## src/rtl/nn_arith_pkg.sv

```systemverilog
// Shared types and constants for the NN arithmetic layer (signed divider and friends).
package nn_arith_pkg;

   typedef enum logic [1:0] {
      IDLE   = 2'd0,
      DIVIDE = 2'd1,
      FINISH = 2'd2
   } div_state_e;

   localparam int DIV_WIDTH = 8;

   localparam logic [DIV_WIDTH-1:0] MIN_VAL  = {1'b1, {(DIV_WIDTH-1){1'b0}}};
   localparam logic [DIV_WIDTH-1:0] ALL_ONES = {DIV_WIDTH{1'b1}};

endpackage

```

## src/rtl/signed_seq_divider_udiv_step.sv

```systemverilog
// One restoring division step on unsigned magnitudes: shift in a dividend bit,
// try to subtract the divisor, keep the difference only when it does not go negative.
module udiv_step #(
   parameter int WIDTH = 8
) (
   input  logic [WIDTH:0]   p_i,
   input  logic             dvd_bit_i,
   input  logic [WIDTH-1:0] dvs_i,
   output logic [WIDTH:0]   p_o,
   output logic             q_bit_o
);

   logic [WIDTH:0] shifted_s;
   logic [WIDTH:0] diff_s;
   logic           ge_s;

   // The compare uses the full partial remainder so its top bit is never silently dropped.
   always_comb begin
      shifted_s = {p_i[WIDTH-1:0], dvd_bit_i};
      ge_s      = ({p_i, dvd_bit_i} >= {2'b00, dvs_i});
      diff_s    = shifted_s - {1'b0, dvs_i};
      if (ge_s) begin
         p_o     = diff_s;
         q_bit_o = 1'b1;
      end else begin
         p_o     = shifted_s;
         q_bit_o = 1'b0;
      end
   end

endmodule

```

## src/rtl/signed_seq_divider.sv

```systemverilog
// Multi-cycle signed divider: restoring division on magnitudes with sign fix-up,
// fixed WIDTH+1 latency from accepted start to the done pulse.
module signed_seq_divider
   import nn_arith_pkg::*;
#(
   parameter int WIDTH = DIV_WIDTH
) (
   input  logic             clk_i,
   input  logic             reset_i,
   input  logic             start_i,
   input  logic [WIDTH-1:0] dividend_i,
   input  logic [WIDTH-1:0] divisor_i,
   output logic             ready_o,
   output logic             done_o,
   output logic [WIDTH-1:0] quotient_o,
   output logic [WIDTH-1:0] remainder_o,
   output logic             div_zero_o,
   output logic             overflow_o
);

   localparam int CW = $clog2(WIDTH + 1);
   localparam logic [WIDTH-1:0] MIN_W = {1'b1, {(WIDTH-1){1'b0}}};
   localparam logic [WIDTH-1:0] ONES_W = {WIDTH{1'b1}};

   div_state_e state_q, state_d;
   logic [CW-1:0]    cnt_q, cnt_d;
   logic [WIDTH-1:0] a_q, a_d;
   logic [WIDTH:0]   p_q, p_d;
   logic [WIDTH-1:0] dvs_q, dvs_d;
   logic             qneg_q, qneg_d;
   logic             rneg_q, rneg_d;
   logic             dz_q, dz_d;
   logic             ov_q, ov_d;
   logic [WIDTH-1:0] quot_q, quot_d;
   logic [WIDTH-1:0] rem_q, rem_d;
   logic             dzo_q, dzo_d;
   logic             ovo_q, ovo_d;
   logic             done_q, done_d;

   logic [WIDTH:0]   step_p_s;
   logic             step_q_s;

   udiv_step #(.WIDTH(WIDTH)) u_step (
      .p_i       (p_q),
      .dvd_bit_i (a_q[WIDTH-1]),
      .dvs_i     (dvs_q),
      .p_o       (step_p_s),
      .q_bit_o   (step_q_s)
   );

   // Next-state and datapath: a_q shifts dividend bits out at the top and quotient bits in at the bottom.
   always_comb begin
      state_d = state_q;
      cnt_d   = cnt_q;
      a_d     = a_q;
      p_d     = p_q;
      dvs_d   = dvs_q;
      qneg_d  = qneg_q;
      rneg_d  = rneg_q;
      dz_d    = dz_q;
      ov_d    = ov_q;
      quot_d  = quot_q;
      rem_d   = rem_q;
      dzo_d   = dzo_q;
      ovo_d   = ovo_q;
      done_d  = 1'b0;
      case (state_q)
         IDLE: begin
            if (start_i) begin
               qneg_d  = dividend_i[WIDTH-1] ^ divisor_i[WIDTH-1];
               rneg_d  = dividend_i[WIDTH-1];
               a_d     = dividend_i[WIDTH-1] ? -dividend_i : dividend_i;
               dvs_d   = divisor_i[WIDTH-1] ? -divisor_i : divisor_i;
               dz_d    = (divisor_i == {WIDTH{1'b0}});
               ov_d    = (dividend_i == MIN_W) && (divisor_i == ONES_W);
               p_d     = {(WIDTH+1){1'b0}};
               cnt_d   = CW'(WIDTH);
               state_d = DIVIDE;
            end else begin
               state_d = IDLE;
            end
         end
         DIVIDE: begin
            p_d   = step_p_s;
            a_d   = {a_q[WIDTH-2:0], step_q_s};
            cnt_d = cnt_q - CW'(1);
            if (cnt_q == CW'(1)) begin
               state_d = FINISH;
            end else begin
               state_d = DIVIDE;
            end
         end
         FINISH: begin
            // Dividing by zero leaves |dividend| in P, so the remainder fix-up already yields the dividend.
            if (dz_q) begin
               quot_d = ONES_W;
               rem_d  = rneg_q ? -p_q[WIDTH-1:0] : p_q[WIDTH-1:0];
            end else if (ov_q) begin
               quot_d = MIN_W;
               rem_d  = {WIDTH{1'b0}};
            end else begin
               quot_d = qneg_q ? -a_q : a_q;
               rem_d  = rneg_q ? -p_q[WIDTH-1:0] : p_q[WIDTH-1:0];
            end
            dzo_d   = dz_q;
            ovo_d   = ov_q;
            done_d  = 1'b1;
            state_d = IDLE;
         end
         default: begin
            state_d = IDLE;
         end
      endcase
   end

   // State and datapath registers with synchronous reset that discards any operation in flight.
   always_ff @(posedge clk_i) begin
      if (reset_i) begin
         state_q <= IDLE;
         cnt_q   <= {CW{1'b0}};
         a_q     <= {WIDTH{1'b0}};
         p_q     <= {(WIDTH+1){1'b0}};
         dvs_q   <= {WIDTH{1'b0}};
         qneg_q  <= 1'b0;
         rneg_q  <= 1'b0;
         dz_q    <= 1'b0;
         ov_q    <= 1'b0;
         quot_q  <= {WIDTH{1'b0}};
         rem_q   <= {WIDTH{1'b0}};
         dzo_q   <= 1'b0;
         ovo_q   <= 1'b0;
         done_q  <= 1'b0;
      end else begin
         state_q <= state_d;
         cnt_q   <= cnt_d;
         a_q     <= a_d;
         p_q     <= p_d;
         dvs_q   <= dvs_d;
         qneg_q  <= qneg_d;
         rneg_q  <= rneg_d;
         dz_q    <= dz_d;
         ov_q    <= ov_d;
         quot_q  <= quot_d;
         rem_q   <= rem_d;
         dzo_q   <= dzo_d;
         ovo_q   <= ovo_d;
         done_q  <= done_d;
      end
   end

   assign ready_o     = (state_q == IDLE);
   assign done_o      = done_q;
   assign quotient_o  = quot_q;
   assign remainder_o = rem_q;
   assign div_zero_o  = dzo_q;
   assign overflow_o  = ovo_q;

endmodule

```

## config.mk

```make
export PLATFORM = sky130hd
export DESIGN_NAME = signed_seq_divider
export DESIGN_NICKNAME = d
export VERILOG_FILES = /design/src/rtl/nn_arith_pkg.sv /design/src/rtl/signed_seq_divider_udiv_step.sv /design/src/rtl/signed_seq_divider.sv
export SDC_FILE = /design/constraint.sdc
export NUM_CORES = 1
export LEC_CHECK = 0
export BUFFER_PORTS_ARGS = -buffer_cell sky130_fd_sc_hd__buf_4
export CAP_MARGIN = 10
export CORE_ASPECT_RATIO = 1.75
export CORE_MARGIN = 2
export CORE_UTILIZATION = 30
export DETAILED_ROUTE_END_ITERATION = 7
export GPL_ROUTABILITY_DRIVEN = 1
export PLACE_DENSITY = 0.49
export SETUP_SLACK_MARGIN = 0.15
export SYNTH_ARGS = -nofsm -noshare
export SYNTH_HDL_FRONTEND = slang
export SYNTH_HIERARCHICAL = 1
export SYNTH_SLANG_ARGS = --single-unit
```

## constraint.sdc

```tcl
create_clock -name clk_i -period 3 [get_ports clk_i]
set_input_delay 0.15 -clock clk_i [delete_from_list [all_inputs] [get_ports clk_i]]
set_output_delay 0.15 -clock clk_i [all_outputs]
set_load 0.05 [all_outputs]
```

==> run_results.csv <==
group,metric,value,unit
worst_setup_path,r2r_start,"a_q[7]$_SDFFE_PP0P_",
drt,drt_iter0_markers,103,
clock_network,htree_levels,2,
worst_setup_path,startpoint_type,"flop",
worst_setup_path,rr_endpoint,"p_q[7]$_SDFFE_PP0P_",
worst_setup_path,cp.required,3.20,ns
status,status,"finished clean",
yosys,synthArstFlopShare,0,
sta,period_share,0.843,
worst_setup_path,ff2ff_setup_slack,0.47,ns
yosys,synth.avg_cell_area,8.37,um2
place,dp_hpwl,6.22,mm
yosys,synth_edf_count,0,
global_route,grt_pass1_vias,2677,
clock_network,numCtsBuffers,5,
place,gp_congestion,0.899,
run,max_cap_viol_count,0,
layout,final.fill_count,1058,
worst_setup_path,path_buf_inv,3,
yosys,ys.flop_type,"dfxtp_1",
sta,slew_headroom,0.349,
clock_network,root_buffer,"clkbuf_16",
power_and_ir_drop,pwr-share-comb,0.351,
clock_network,cts_sinks,54,
worst_setup_path,cpLargestDelayFamily,"simple AND/OR/NAND/NOR gates",
layout,drive_gt1_frac,0.148,
clock_network,cts_setup_buffers,0,
global_route,grt_overflow_total,0,
drt,viasPerCell,5.09,
drt,ant_nets,0,
power_and_ir_drop,sw_frac_of_total,0.352,
sta,skew,0.00678,ns
worst_setup_path,reg2reg_depth,11,
worst_setup_path,cp_common_cell,"inv_1",
drt,wl_per_cell,15.0,um
die,initial_utilization,0.307,
worst_hold_path,min_to,"a_q[6]$_SDFFE_PP0P_",
sta,final-hold-violation-count,0,
yosys,synth.yosys.seq_area_share,0.344,
global_route,antenna_found_initial,0,
sta,fmax,396,MHz
layout,diodes,0,
global_route,grt_first_pass_wirelength,13.1,mm
clock_network,cts_tree,"yes",
clock_network,path_clk_slew,0.08,ns
drt,wirelength,7.96,mm
layout,area_growth,17.3,%
die,io_pins,39,
power_and_ir_drop,leakage,0.00141,uW
worst_hold_path,hold_path_class,"in -> reg",
sta,min_period,2.53,ns
clock_network,cts_hold_buf,0,
sta,rsz0062_at_grt,"false",
worst_hold_path,hp-start,"dividend_i[6]",
worst_setup_path,critical_path_class,"reg -> reg",
die,rows,49,
power_and_ir_drop,power_switching,842,uW
drt,drc,0,
drt,vias,2708,
clock_network,cts_buffer_depth,2,
die,die_h,139,um
die,fp.coreArea,10200,um2
sta,finalSetupTns,0,ns
yosys,ys_types,58,
layout,fin_nets,439,
power_and_ir_drop,clockPowerShare,0.287,
global_route,track_usage,0.148,
sta,worst_slew_pin_slew,0.974,ns
place,place_worst_setup_slack,0.481,ns
place,dpl_cell_area,3510,um2
clock_network,cts_resized,0,
clock_network,clk_latency,0.30,ns
worst_setup_path,critical-path-slowest-cell,"nor4b_4",
power_and_ir_drop,total_power,2390,uW
place,place.port_buffers,38,
yosys,ys_ff_latch,54,
layout,fin_area,3680,um2
place,place_inst,524,
yosys,synth_cells,375,
die,die_area,11300,um2
worst_setup_path,cp_cell_sequence,"inv_1, ha_1, inv_1, fa_1, nand3_1, a21oi_1, nor4b_4, buf_4, nor2b_1, a41oi_1, a22o_1",
worst_setup_path,max_stage_delay,0.48,ns
power_and_ir_drop,seqPwrFrac,0.362,
sta,maxSlewViolCount,0,
sta,final-setup-viol-count,0,
yosys,syn_area,3140,um2
layout,layout.cells.non_filler,532,
worst_setup_path,cp.depth,11,
die,die_x,81.3,um
worst_setup_path,cp.arrival,2.73,ns
power_and_ir_drop,internal_power,1550,uW
worst_setup_path,cp-end-kind,"flop",
power_and_ir_drop,power_density,649,nW/um2
yosys,yosysWarnings,6,
worst_hold_path,holdPathStages,3,
power_and_ir_drop,peakVddDrop,240,uV
worst_setup_path,worstPathMaxFanout,8,
yosys,synth.net_count,410,
drt,drtPass1Iterations,4,
global_route,grt_max_degree,44,
sta,setup_slack,0.472,ns
-- metrics by stage --
stage | hold WS [ns] | util
floorplan | 0.231 | -
global placement | 0.440 | 0.343
detailed placement | 0.447 | 0.343
CTS | 0.137 | 0.360
global route | 0.161 | 0.360
finish | 0.142 | 0.360
-- Yosys cell counts (2+ instances only) --
cell	n	area, um2
a211oi_1	11	82.6
a21boi_0	6	45.0
a21oi_1	17	85.1
a222oi_1	4	40.0
a22o_1	8	70.1
a22oi_1	7	52.6
a311oi_1	3	26.3
a31oi_1	3	18.8
buf_2	8	40.0
buf_6	2	22.5
clkbuf_1	8	30.0
dfxtp_1	54	1080
ha_1	15	188
inv_1	26	97.6
mux2i_1	4	40.0
nand2_1	32	120
nand2b_1	10	62.6
nand4_1	6	37.5
nand4b_1	4	35.0
nor2_1	42	158
nor2b_1	8	50.1
nor3_1	6	30.0
nor3b_1	5	37.5
nor4_1	2	12.5
o21a_1	2	15.0
o21ai_0	21	105
o21ai_1	2	10.0
o22ai_1	2	12.5
o31ai_1	7	52.6
or3_1	2	12.5
xnor2_1	12	105
xor2_1	10	87.6
-- worst min-delay path: cells and delay by family --
kind | cells | cell delay (ns)
AOI/OAI and AO/OA | 1 | 0.11
buffers and inverters | 1 | 0.09
xor gates and xnor gates | 1 | 0.06
-- cell type report --
| class | count | area (um2) | share of cell area |
|---|---|---|---|
| clock buffers | 5 | 125 | 0.0340 |
| inverters | 26 | 97.6 | 0.0265 |
| repair buffers | 41 | 308 | 0.0835 |
| multi-input cells | 276 | 1870 | 0.506 |
| flip-flops and latches | 54 | 1080 | 0.293 |
| clock inverters | 3 | 48.8 | 0.0132 |
| well taps | 127 | 159 | 0.0431 |
-- layout by cell type (no fill, tap or decap), types with 8 or more instances in the layout --
master	count
dfxtp_1	54
nor2_1	42
buf_4	41
nand2_1	32
inv_1	26
o21ai_0	21
a21oi_1	17
ha_1	15
xnor2_1	12
a211oi_1	11
nand2b_1	10
xor2_1	10
nor2b_1	8
a22o_1	8
-- logic make-up (layout without fill, tap and decap cells) --
family | count (synthesis) | count (layout) | synth area share
AO/OA/AOI/OAI | 105 | 105 | 0.237
XOR/XNOR | 22 | 22 | 0.0614
adder cells (fa/ha/maj) | 16 | 16 | 0.0661
buffers and inverters | 45 | 75 | 0.0618
flip-flops | 54 | 54 | 0.344
multiplexers | 5 | 5 | 0.0163
AND/OR/NAND/NOR | 128 | 128 | 0.213
-- power groups by stage --
stage / clock network, uW / registers, uW / logic, uW
CTS: 702 / 867 / 843
global route: 727 / 878 / 943
detailed placement: 0 / 884 / 841
floorplan: 0 / 853 / 679
global placement: 0 / 884 / 830
finish: 686 / 866 / 839
-- flip-flops by register name (all words and copies together) (netlist names) --
signal,flops
p_q,9
a_q,8
dvs_q,8
quotient_o,8
remainder_o,8
cnt_q,4
state_q,2
div_zero_o,1
done_o,1
dz_q,1
ov_q,1
overflow_o,1
qneg_q,1
rneg_q,1
-- how the worst max path moves through the flow --
stage,start,to,slack (ns)
6_report,a_q[7]$_SDFFE_PP0P_,p_q[7]$_SDFFE_PP0P_,0.47
5_1_grt,a_q[7]$_SDFFE_PP0P_,p_q[7]$_SDFFE_PP0P_,0.29
4_1_cts,a_q[7]$_SDFFE_PP0P_,p_q[7]$_SDFFE_PP0P_,0.47
3_5_place_dp,a_q[7]$_SDFFE_PP0P_,p_q[7]$_SDFFE_PP0P_,0.48
3_3_place_gp,a_q[7]$_SDFFE_PP0P_,p_q[7]$_SDFFE_PP0P_,0.53
2_1_floorplan,a_q[7]$_SDFFE_PP0P_,p_q[1]$_SDFFE_PP0P_,0.79
-- routing by layer --
layer	global-route usage	up-vias	part of all wire
met5	0	-	0
met4	0.0616	0	0.027
met3	0.0233	13	0.027
met2	0.268	43	0.54
met1	0.166	1258	0.41
li1	-	1394	-
No activity file was read; power rests on OpenSTA's default activity.
